==> config.mk <==
export PLATFORM = sky130hd
export DESIGN_NAME = pattern_fsm_flat
export DESIGN_NICKNAME = d
export VERILOG_FILES = /design/src/rtl/pattern_fsm_if.sv /design/src/rtl/pattern_fsm.sv /design/src/flat_wrapper.sv
export SDC_FILE = /design/constraint.sdc
export NUM_CORES = 1
export LEC_CHECK = 0
export CORE_ASPECT_RATIO = 0.9
export CORE_UTILIZATION = 57
export CTS_CLUSTER_DIAMETER = 120
export DETAILED_ROUTE_END_ITERATION = 16
export PLACE_DENSITY = 0.93
export SYNTH_ARGS = -nofsm -noshare
export SYNTH_HDL_FRONTEND = slang
export SYNTH_SLANG_ARGS = --single-unit
==> constraint.sdc <==
create_clock -name clk -period 6.9 [get_ports clk]
set_input_delay 1.035 -clock clk [delete_from_list [all_inputs] [get_ports clk]]
set_output_delay 1.035 -clock clk [all_outputs]
set_load 0.02 [all_outputs]
==> src/rtl/pattern_fsm_if.sv <==
// Port bundle for pattern_fsm: stream, pattern-load and counter controls in,
// registered match pulse, state and match count out.
interface pattern_fsm_if #(
    parameter int LEN   = 4,
    parameter int CNT_W = 8
);
    localparam int SW = (LEN < 3) ? 1 : $clog2(LEN);

    logic             en;
    logic             w;
    logic             load;
    logic [LEN-1:0]   pattern;
    logic             overlap;
    logic             cnt_clr;
    logic             z;
    logic [SW-1:0]    state;
    logic [CNT_W-1:0] match_cnt;

    modport master (
        output en, w, load, pattern, overlap, cnt_clr,
        input  z, state, match_cnt
    );

    modport slave (
        input  en, w, load, pattern, overlap, cnt_clr,
        output z, state, match_cnt
    );
endinterface

==> src/rtl/pattern_fsm.sv <==
// Run-time programmable serial sequence detector with KMP fallback,
// overlapping/non-overlapping modes and a saturating match counter.
module pattern_fsm #(
    parameter int             LEN         = 4,
    parameter int             CNT_W       = 8,
    parameter logic [LEN-1:0] RST_PATTERN = LEN'(4'b1011),
    parameter bit             RST_OVERLAP = 1'b1,
    localparam int            SW          = (LEN < 3) ? 1 : $clog2(LEN)
) (
    input  logic        clk,
    input  logic        reset,
    pattern_fsm_if.slave bus
);
    localparam logic [CNT_W-1:0] CNT_MAX = {CNT_W{1'b1}};

    logic [SW-1:0]    state_q, state_d;
    logic             z_q, z_d;
    logic [CNT_W-1:0] cnt_q, cnt_d;
    logic [LEN-1:0]   pat_q, pat_d;
    logic             ovl_q, ovl_d;

    int   kmp_j;
    int   border;
    logic match;

    // Longest j <= k+1 such that the tail of P(k)·w equals P(j); j == LEN is a match.
    always_comb begin : kmp_next
        int   k;
        int   p;
        logic ok;
        logic sb;
        kmp_j = 0;
        k     = int'(state_q);
        for (int j = 1; j <= LEN; j++) begin
            ok = (j <= k + 1);
            for (int i = 0; i < LEN; i++) begin
                p  = 0;
                sb = 1'b0;
                if (ok && i < j) begin
                    p  = k + 1 - j + i;
                    sb = (p == k) ? bus.w : pat_q[LEN-1-p];
                    if (sb != pat_q[LEN-1-i]) ok = 1'b0;
                end
            end
            if (ok) kmp_j = j;
        end
    end

    // Longest proper border of the full pattern: resume point after an overlapping match.
    always_comb begin : pat_border
        logic ok;
        border = 0;
        for (int j = 1; j < LEN; j++) begin
            ok = 1'b1;
            for (int i = 0; i < LEN; i++) begin
                if (i < j && pat_q[j-1-i] != pat_q[LEN-1-i]) ok = 1'b0;
            end
            if (ok) border = j;
        end
    end

    // NOTE: every always_comb output gets a default before any branch, so no latch can form.
    always_comb begin : next_state
        state_d = state_q;
        z_d     = 1'b0;
        pat_d   = pat_q;
        ovl_d   = ovl_q;
        match   = 1'b0;
        if (bus.load) begin
            pat_d   = bus.pattern;
            ovl_d   = bus.overlap;
            state_d = '0;
        end else if (bus.en) begin
            if (kmp_j == LEN) begin
                match   = 1'b1;
                state_d = ovl_q ? SW'(border) : '0;
            end else begin
                state_d = SW'(kmp_j);
            end
        end
        z_d = match;

        // Clear first, then count, so a clear on a match edge reads 1.
        cnt_d = bus.cnt_clr ? '0 : cnt_q;
        if (match && cnt_d != CNT_MAX) cnt_d = cnt_d + 1'b1;
    end

    // NOTE: sequential state is updated with non-blocking assignments only, so all
    // flops sample their inputs from the same pre-edge values.
    always_ff @(posedge clk or negedge reset) begin
        if (!reset) begin
            state_q <= '0;
            z_q     <= 1'b0;
            cnt_q   <= '0;
            pat_q   <= RST_PATTERN;
            ovl_q   <= RST_OVERLAP;
        end else begin
            state_q <= state_d;
            z_q     <= z_d;
            cnt_q   <= cnt_d;
            pat_q   <= pat_d;
            ovl_q   <= ovl_d;
        end
    end

    assign bus.state     = state_q;
    assign bus.z         = z_q;
    assign bus.match_cnt = cnt_q;
endmodule

==> src/flat_wrapper.sv <==
// flat-port wrapper written by rule: the top's interface ports become plain ports
module pattern_fsm_flat 
#(
    parameter int             LEN         = 4,
    parameter int             CNT_W       = 8,
    parameter logic [LEN-1:0] RST_PATTERN = LEN'(4'b1011),
    parameter bit             RST_OVERLAP = 1'b1,
    localparam int            SW          = (LEN < 3) ? 1 : $clog2(LEN)
)
  (clk, reset, bus_en, bus_w, bus_load, bus_pattern, bus_overlap, bus_cnt_clr, bus_z, bus_state, bus_match_cnt);
  pattern_fsm_if #(.LEN(LEN), .CNT_W(CNT_W)) bus_i ();
  input  logic clk;
  input  logic reset;
  input wire logic [$bits(bus_i.en)-1:0] bus_en;
  input wire logic [$bits(bus_i.w)-1:0] bus_w;
  input wire logic [$bits(bus_i.load)-1:0] bus_load;
  input wire logic [$bits(bus_i.pattern)-1:0] bus_pattern;
  input wire logic [$bits(bus_i.overlap)-1:0] bus_overlap;
  input wire logic [$bits(bus_i.cnt_clr)-1:0] bus_cnt_clr;
  output wire logic [$bits(bus_i.z)-1:0] bus_z;
  output wire logic [$bits(bus_i.state)-1:0] bus_state;
  output wire logic [$bits(bus_i.match_cnt)-1:0] bus_match_cnt;
  assign bus_i.en = bus_en;
  assign bus_i.w = bus_w;
  assign bus_i.load = bus_load;
  assign bus_i.pattern = bus_pattern;
  assign bus_i.overlap = bus_overlap;
  assign bus_i.cnt_clr = bus_cnt_clr;
  assign bus_z = bus_i.z;
  assign bus_state = bus_i.state;
  assign bus_match_cnt = bus_i.match_cnt;
  pattern_fsm #(.LEN(LEN), .CNT_W(CNT_W), .RST_PATTERN(RST_PATTERN), .RST_OVERLAP(RST_OVERLAP)) u_core (.clk(clk), .reset(reset), .bus(bus_i));
endmodule
Word-level counts from Yosys, hierarchy flattened
Cells that the tools add are included.

word-level totals
  bits in registers = 16
  output and inout bits = 11

operators by class
  add/sub/neg operators = 22
  $lt $le $gt $ge = 14
  eq/ne operators = 28
  muxes and demuxes = 81
  reduce and logical (&&, ||, !) cells = 2

operators by type and width
  kind                                                                            count
  32-bit by 3-bit equality test with 1-bit output                                 10
  32-bit by 4-bit less-than comparator with 1-bit output (second input constant)  10
  3-bit by 32-bit subtractor with 32-bit output (first input constant)            10
  32-bit by 2-bit adder with 32-bit output (second input constant)                3
  32-bit by 3-bit adder with 32-bit output (second input constant)                3
  32-bit two-way mux                                                              3
  3-bit by 32-bit <= comparator with 1-bit output (first input constant)          2
  32-bit by 3-bit subtractor with 32-bit output (second input constant)           2
  1-bit two-way mux                                                               60
  32-bit by 4-bit equality test with 1-bit output (second input constant)         1
  4-bit by 32-bit <= comparator with 1-bit output (first input constant)          1
  32-bit by 2-bit subtractor with 32-bit output (second input constant)           1
  32-bit by 4-bit subtractor with 32-bit output (second input constant)           1
  1-bit binary-select mux with 2-bit select                                       10
  8-bit two-way mux                                                               2
  1-bit != test                                                                   16
  2-bit two-way mux                                                               6
  8-bit by 1-bit adder with 8-bit output (second input constant)                  1
  8-bit != test (second input constant)                                           1
  2-bit by 1-bit adder with 3-bit output (second input constant)                  1
  1-bit by 3-bit <= comparator with 1-bit output (first input constant)           1
  2-bit nonzero test                                                              1
  1-bit logical AND                                                               1

Depth between registers and ports, before layout
  depth after elaboration = 20
  mapped depth = 12
  depth with buffers taken out = 11

Worst setup path after synthesis
No wires, ideal clock.

  path type = register -> register
  from = register u_core.state_q[0] (netlist: u_core.bus.state[0])
  to = register u_core.cnt_q[4] (netlist: u_core.bus.match_cnt[4])
  setup time = 0.125 ns
  arrival = 3.354 ns
  required time = 6.775 ns
  slack = 3.422 ns
  cell stages (with the launch flop) = 12
  buffers on the path = 3
  cell sequence = dfrtp_1 buf_2 inv_1 ha_1 buf_6 mux4_2 mux2i_4 xnor2_1 or4_4 buf_2 nor3_1 mux2_2

on the way
  longest elaborated chain between the ends = 20
  elaborated cells on any way between the ends = 115
  classes of those cells = add/sub (21); order compare (4); eq/ne (21); mux (68); reduce/logical (1)

ends and longest elaborated chain
  item                                                                                                               line                                  text
  start, declared                                                                                                    pattern_fsm.sv:16                     logic [SW-1:0] state_q, state_d;
  start signal, assigned                                                                                             pattern_fsm.sv:98                     state_q <= state_d;
  2-bit by 1-bit adder with 3-bit output                                                                             pattern_fsm.sv:35, pattern_fsm.sv:40
  32-bit by 3-bit subtractor with 32-bit output (tied with other cells)                                              pattern_fsm.sv:40                     p = k + 1 - j + i;
  32-bit by 2-bit adder with 32-bit output / 3-bit by 32-bit subtractor with 32-bit output (equally long branches)   pattern_fsm.sv:40, pattern_fsm.sv:41
  3-bit by 32-bit subtractor with 32-bit output / 1-bit binary-select mux with 2-bit select (equally long branches)  pattern_fsm.sv:41                     sb = (p == k) ? bus.w : pat_q[LEN-1-p];
  1-bit binary-select mux with 2-bit select / 1-bit two-way mux (equally long branches)                              pattern_fsm.sv:41
  1-bit two-way mux (implied by the code) (2 in a row)                                                               pattern_fsm.sv:41
  1-bit two-way mux / 1-bit != test (equally long branches)                                                          pattern_fsm.sv:41, pattern_fsm.sv:42
  1-bit != test / 1-bit two-way mux (equally long branches)                                                          pattern_fsm.sv:42                     if (sb != pat_q[LEN-1-i]) ok = 1'b0;
  (+4 left out)                                                                                                      n/a
  32-bit two-way mux (*)                                                                                             pattern_fsm.sv:45                     if (ok) kmp_j = j;
  32-bit by 4-bit equality test with 1-bit output (*)                                                                pattern_fsm.sv:74                     if (kmp_j == LEN) begin
  1-bit two-way mux (*)                                                                                              pattern_fsm.sv:74
  1-bit two-way mux (*)                                                                                              pattern_fsm.sv:73                     end else if (bus.en) begin
  1-bit two-way mux (*)                                                                                              pattern_fsm.sv:69                     if (bus.load) begin
  1-bit logical AND (*)                                                                                              pattern_fsm.sv:85                     if (match && cnt_d != CNT_MAX) cnt_d = cnt_d + 1'b1;
  8-bit two-way mux (*)                                                                                              pattern_fsm.sv:85
  named net u_core.cnt_d[4]                                                                                          pattern_fsm.sv:18                     logic [CNT_W-1:0] cnt_q, cnt_d;
  end signal, assigned                                                                                               pattern_fsm.sv:100                    cnt_q <= cnt_d;
  end, declared                                                                                                      pattern_fsm.sv:18

The timed path passes the listed nets; every way through them passes the cells marked *. The select of a mux whose other input is x is not followed.
A chain may end at the register's enable or synchronous reset.

Worst setup path after layout
  from = register u_core.state_q[0] (netlist: u_core.bus.state[0])
  to = register u_core.cnt_q[7] (netlist: u_core.bus.match_cnt[7])

Same word-level chain as after synthesis.

==> results by group <==
Worst setup path
  • Largest fanout on the critical path: 15
  • Crit path buf inv count: 1
  • Reg-to-reg startpoint: u_core.bus.state[0]$_DFFE_PN0P_
  • CP Data Required Time: 7120 ps
  • CP delay by family, top: simple AND/OR/NAND/NOR gates
  • Setup crit start kind: register
  • CP peak stage delay: 650 ps
  • Worst reg2reg path depth: 8
  • Crit end category: register
  • Critical path class: register to register
  • R2r setup slk: 3170 ps
  • Worst r2r dst: u_core.bus.match_cnt[7]$_DFF_PN0_
  • CP max stage cell: dfrtp_1
  • Critical Path, Cell by Cell: inv_1, ha_1, mux4_2, mux2i_4, xnor2_1, or4_4, or4_1, a21oi_1
  • Critical path arrival: 3950 ps

Timing
  • Worst Tran Pin Value: 682 ps
  • Clock Skew: around 3.1 ps
  • Pins Over Slew Limit: 0
  • # setup viols final: 0
  • RSZ-0062 raised after global routing: false
  • Final Hold Fails: 0
  • Peak Freq: 268 MHz
  • Tcrit/Tclk final: 0.541
  • Relative slew slack: 0.544
  • Tmin final: 3730 ps
  • Setup TNS: 0 ps

Pwr
  • Reg power frac: 0.418
  • Switching Share: 0.319
  • Static leakage: ~0.66 nW
  • Total power: 0.262 mW
  • Net Sw Power: 0.0837 mW
  • Clk pwr share: 0.239
  • Comb pwr share: 0.343
  • VDD IR max: 0.161 mV
  • Internal Power: 0.179 mW
  • P per Cell Area: around 160 nW/um2

Synth
  • Post-synth top cells: dfrtp_1 (12), nor2_1 (12), nand2_1 (11)
  • Ys async rst share: 1.00
  • Synth Area per Inst: 9.38 um2
  • Top cells by area, synth: dfrtp_1 (22%), ha_1 (8.2%), dfstp_2 (7.7%)
  • Yosys reg bits: 16
  • Post-synthesis cell type count: 40
  • Number of synthesized flops with an enable pin: 0
  • Syn nets: 166
  • Gate Count Post-Synth: 146
  • Ys flop type: dfrtp_1
  • Yosys warnings: 0
  • Post-synth top area share: 0.219
  • Cell taking the most area after synthesis: dfrtp_1
  • Seq/Total Area, Yosys: 0.296
  • Synthesized area: 1370 um2

Outcome
  • Status: finished clean

Floorplan
  • Starting Density: 0.616
  • IO Pins: 22
  • Std-Cell Rows: 16
  • Die Width: 53.7 um
  • Die area: 2600 um2
  • Total core area: roughly 2200 um2
  • Die extent in y: 48.5 um

GRT
  • Vias in the first global route: ~1100
  • Largest net degree at the start of global routing: 17
  • Gr ovfl total: 0
  • Gr usage total: 0.272
  • First-pass GRT wire length: 5150 um
  • Antenna violations before repair: 0

Layout
  • Fill count: 168
  • Area Growth Syn to Fin: 17.5%
  • Sequential cell area: about 410 um2
  • Design area: 1610 um2
  • ANT cells: 0
  • Area occupied by multi-input gates: slightly below 900 um2
  • Share of cells above drive strength 1: 0.117
  • Fin nets: 184

Drt
  • Drt pass-1 iters: 4
  • Via density: 5.85
  • 1st-iter DRT viols: 57
  • WL/cell: ~16 um
  • Routed Antenna Nets: 0
  • Via count: between 1000 and 1500
  • Drt drc: 0
  • Final wirelength: 3020 um

Worst hold path
  • Hold depth: 2
  • WHS Endpoint: u_core.bus.match_cnt[7]$_DFF_PN0_
  • Worst min path class: register to register
  • Start point of the worst hold path: u_core.bus.match_cnt[7]$_DFF_PN0_

Clocking
  • Hold Buf Count CTS: 0
  • Worst-path clk slew: 90 ps
  • CTS Sinks: 16
  • CTS resizes: 0
  • Post CTS Setup Buffer Count: 0
  • H-tree depth: 1
  • TritonCTS clock tree: done
  • Worst-skew pair later-pin latency: around 290 ps
  • Num CTS Buffers: 3
  • Clock Root Buffer: clkbuf_4
  • Clock buffer depth: 2

Placed design
  • HPWL Detailed: 2280 um
  • I/O Buffers: 21
  • Area after DPL: between 1500 and 2000 um2
  • Gp weighted congestion: 0.904

Flow run
  • Max_cap viols: 0
logic make-up (layout without fill, tap and decap cells):
group                      after synthesis  count (layout)  synth area share
AOI/OAI and AO/OA                       20              20            0.0996
xor gates and xnor gates                15              15             0.117
adders and majority gates                9               9            0.0823
buffers and inverters                   18              35            0.0576
DFF                                     16              16             0.296
muxes                                   13              13             0.137
and+or+nand+nor                         55              55             0.210
per-stage QoR:
step	setup WS [ps]	cells	hold WS [ps]	util
6_report	3170	190	599	0.724
5_1_grt	2950	190	651	0.724
4_1_cts	3180	190	591	0.724
3_5_place_dp	3220	186	576	0.707
3_3_place_gp	3360	186	561	0.707
2_1_floorplan	3420	146	555	-
how the worst max path moves through the flow:
stage / cells after the start / slack, ps / from / to
after floorplan: 11 / 3420 / u_core.bus.state[0]$_DFFE_PN0P_ / u_core.bus.match_cnt[4]$_DFF_PN0_
after global placement: 8 / 3360 / u_core.bus.state[0]$_DFFE_PN0P_ / u_core.bus.match_cnt[7]$_DFF_PN0_
after detailed placement: 8 / 3220 / u_core.bus.state[0]$_DFFE_PN0P_ / u_core.bus.match_cnt[7]$_DFF_PN0_
after CTS: 8 / 3180 / u_core.bus.state[0]$_DFFE_PN0P_ / u_core.bus.match_cnt[7]$_DFF_PN0_
after global routing: 8 / 2950 / u_core.bus.state[0]$_DFFE_PN0P_ / u_core.bus.match_cnt[7]$_DFF_PN0_
final: 8 / 3170 / u_core.bus.state[0]$_DFFE_PN0P_ / u_core.bus.match_cnt[7]$_DFF_PN0_
power groups by stage:
stage          Clock [mW]  Combinational (mW)  Sequential, mW
2_1_floorplan           0              0.0746           0.104
3_3_place_gp            0              0.0855           0.110
3_5_place_dp            0              0.0881           0.111
4_1_cts            0.0625              0.0894           0.110
5_1_grt            0.0670              0.0984           0.111
6_report           0.0628              0.0898           0.110
cells in the final DEF, fill, tap and decap left out, types with 2 or more instances in the layout:
| cell type | n |
|---|---|
| ha_1 | 9 |
| nand3_1 | 6 |
| mux2i_1 | 3 |
| nor2_1 | 12 |
| o2bb2ai_1 | 2 |
| nand2b_1 | 5 |
| mux4_2 | 3 |
| a31oi_1 | 3 |
| and4_1 | 2 |
| nand2_1 | 11 |
| xor2_1 | 4 |
| mux2_2 | 6 |
| a21oi_1 | 4 |
| nor3_1 | 5 |
| dfrtp_1 | 12 |
| nand4_1 | 2 |
| clkbuf_4 | 3 |
| xnor2_1 | 9 |
| nor2b_1 | 5 |
| dfstp_2 | 4 |
| inv_1 | 10 |
| o21ai_0 | 5 |
| clkdlybuf4s50_1 | 21 |
registers in the layout (all words and copies together), names as in the netlist:
name and flops:
u_core.bus.match_cnt 8, u_core.pat_q 4, u_core.bus.state 2, u_core.bus.z 1
u_core.ovl_q 1
worst register-to-register path, stage by stage, from the launching register on:
cell,delay (ps)
dfrtp_1,650
inv_1,180
ha_1,580
mux4_2,620
mux2i_4,220
xnor2_1,100
or4_4,640
or4_1,530
a21oi_1,150
layout make-up:
| class | count | area share |
|---|---|---|
| Tap cell | 27 | 0.0210 |
| Multi-Input combinational cell | 112 | 0.550 |
| Clock buffer | 4 | 0.0226 |
| Sequential cell | 16 | 0.252 |
| Inverter | 10 | 0.0233 |
| Timing Repair Buffer | 21 | 0.131 |
per-layer routing:
layer	vias up	track usage	share of wire
met3	6	0.0660	0.074
met5	-	0	0
met2	51	0.429	0.47
met1	511	0.368	0.44
li1	544	-	-
met4	0	0.0702	0.013
(Power assumes the default switching activity.)
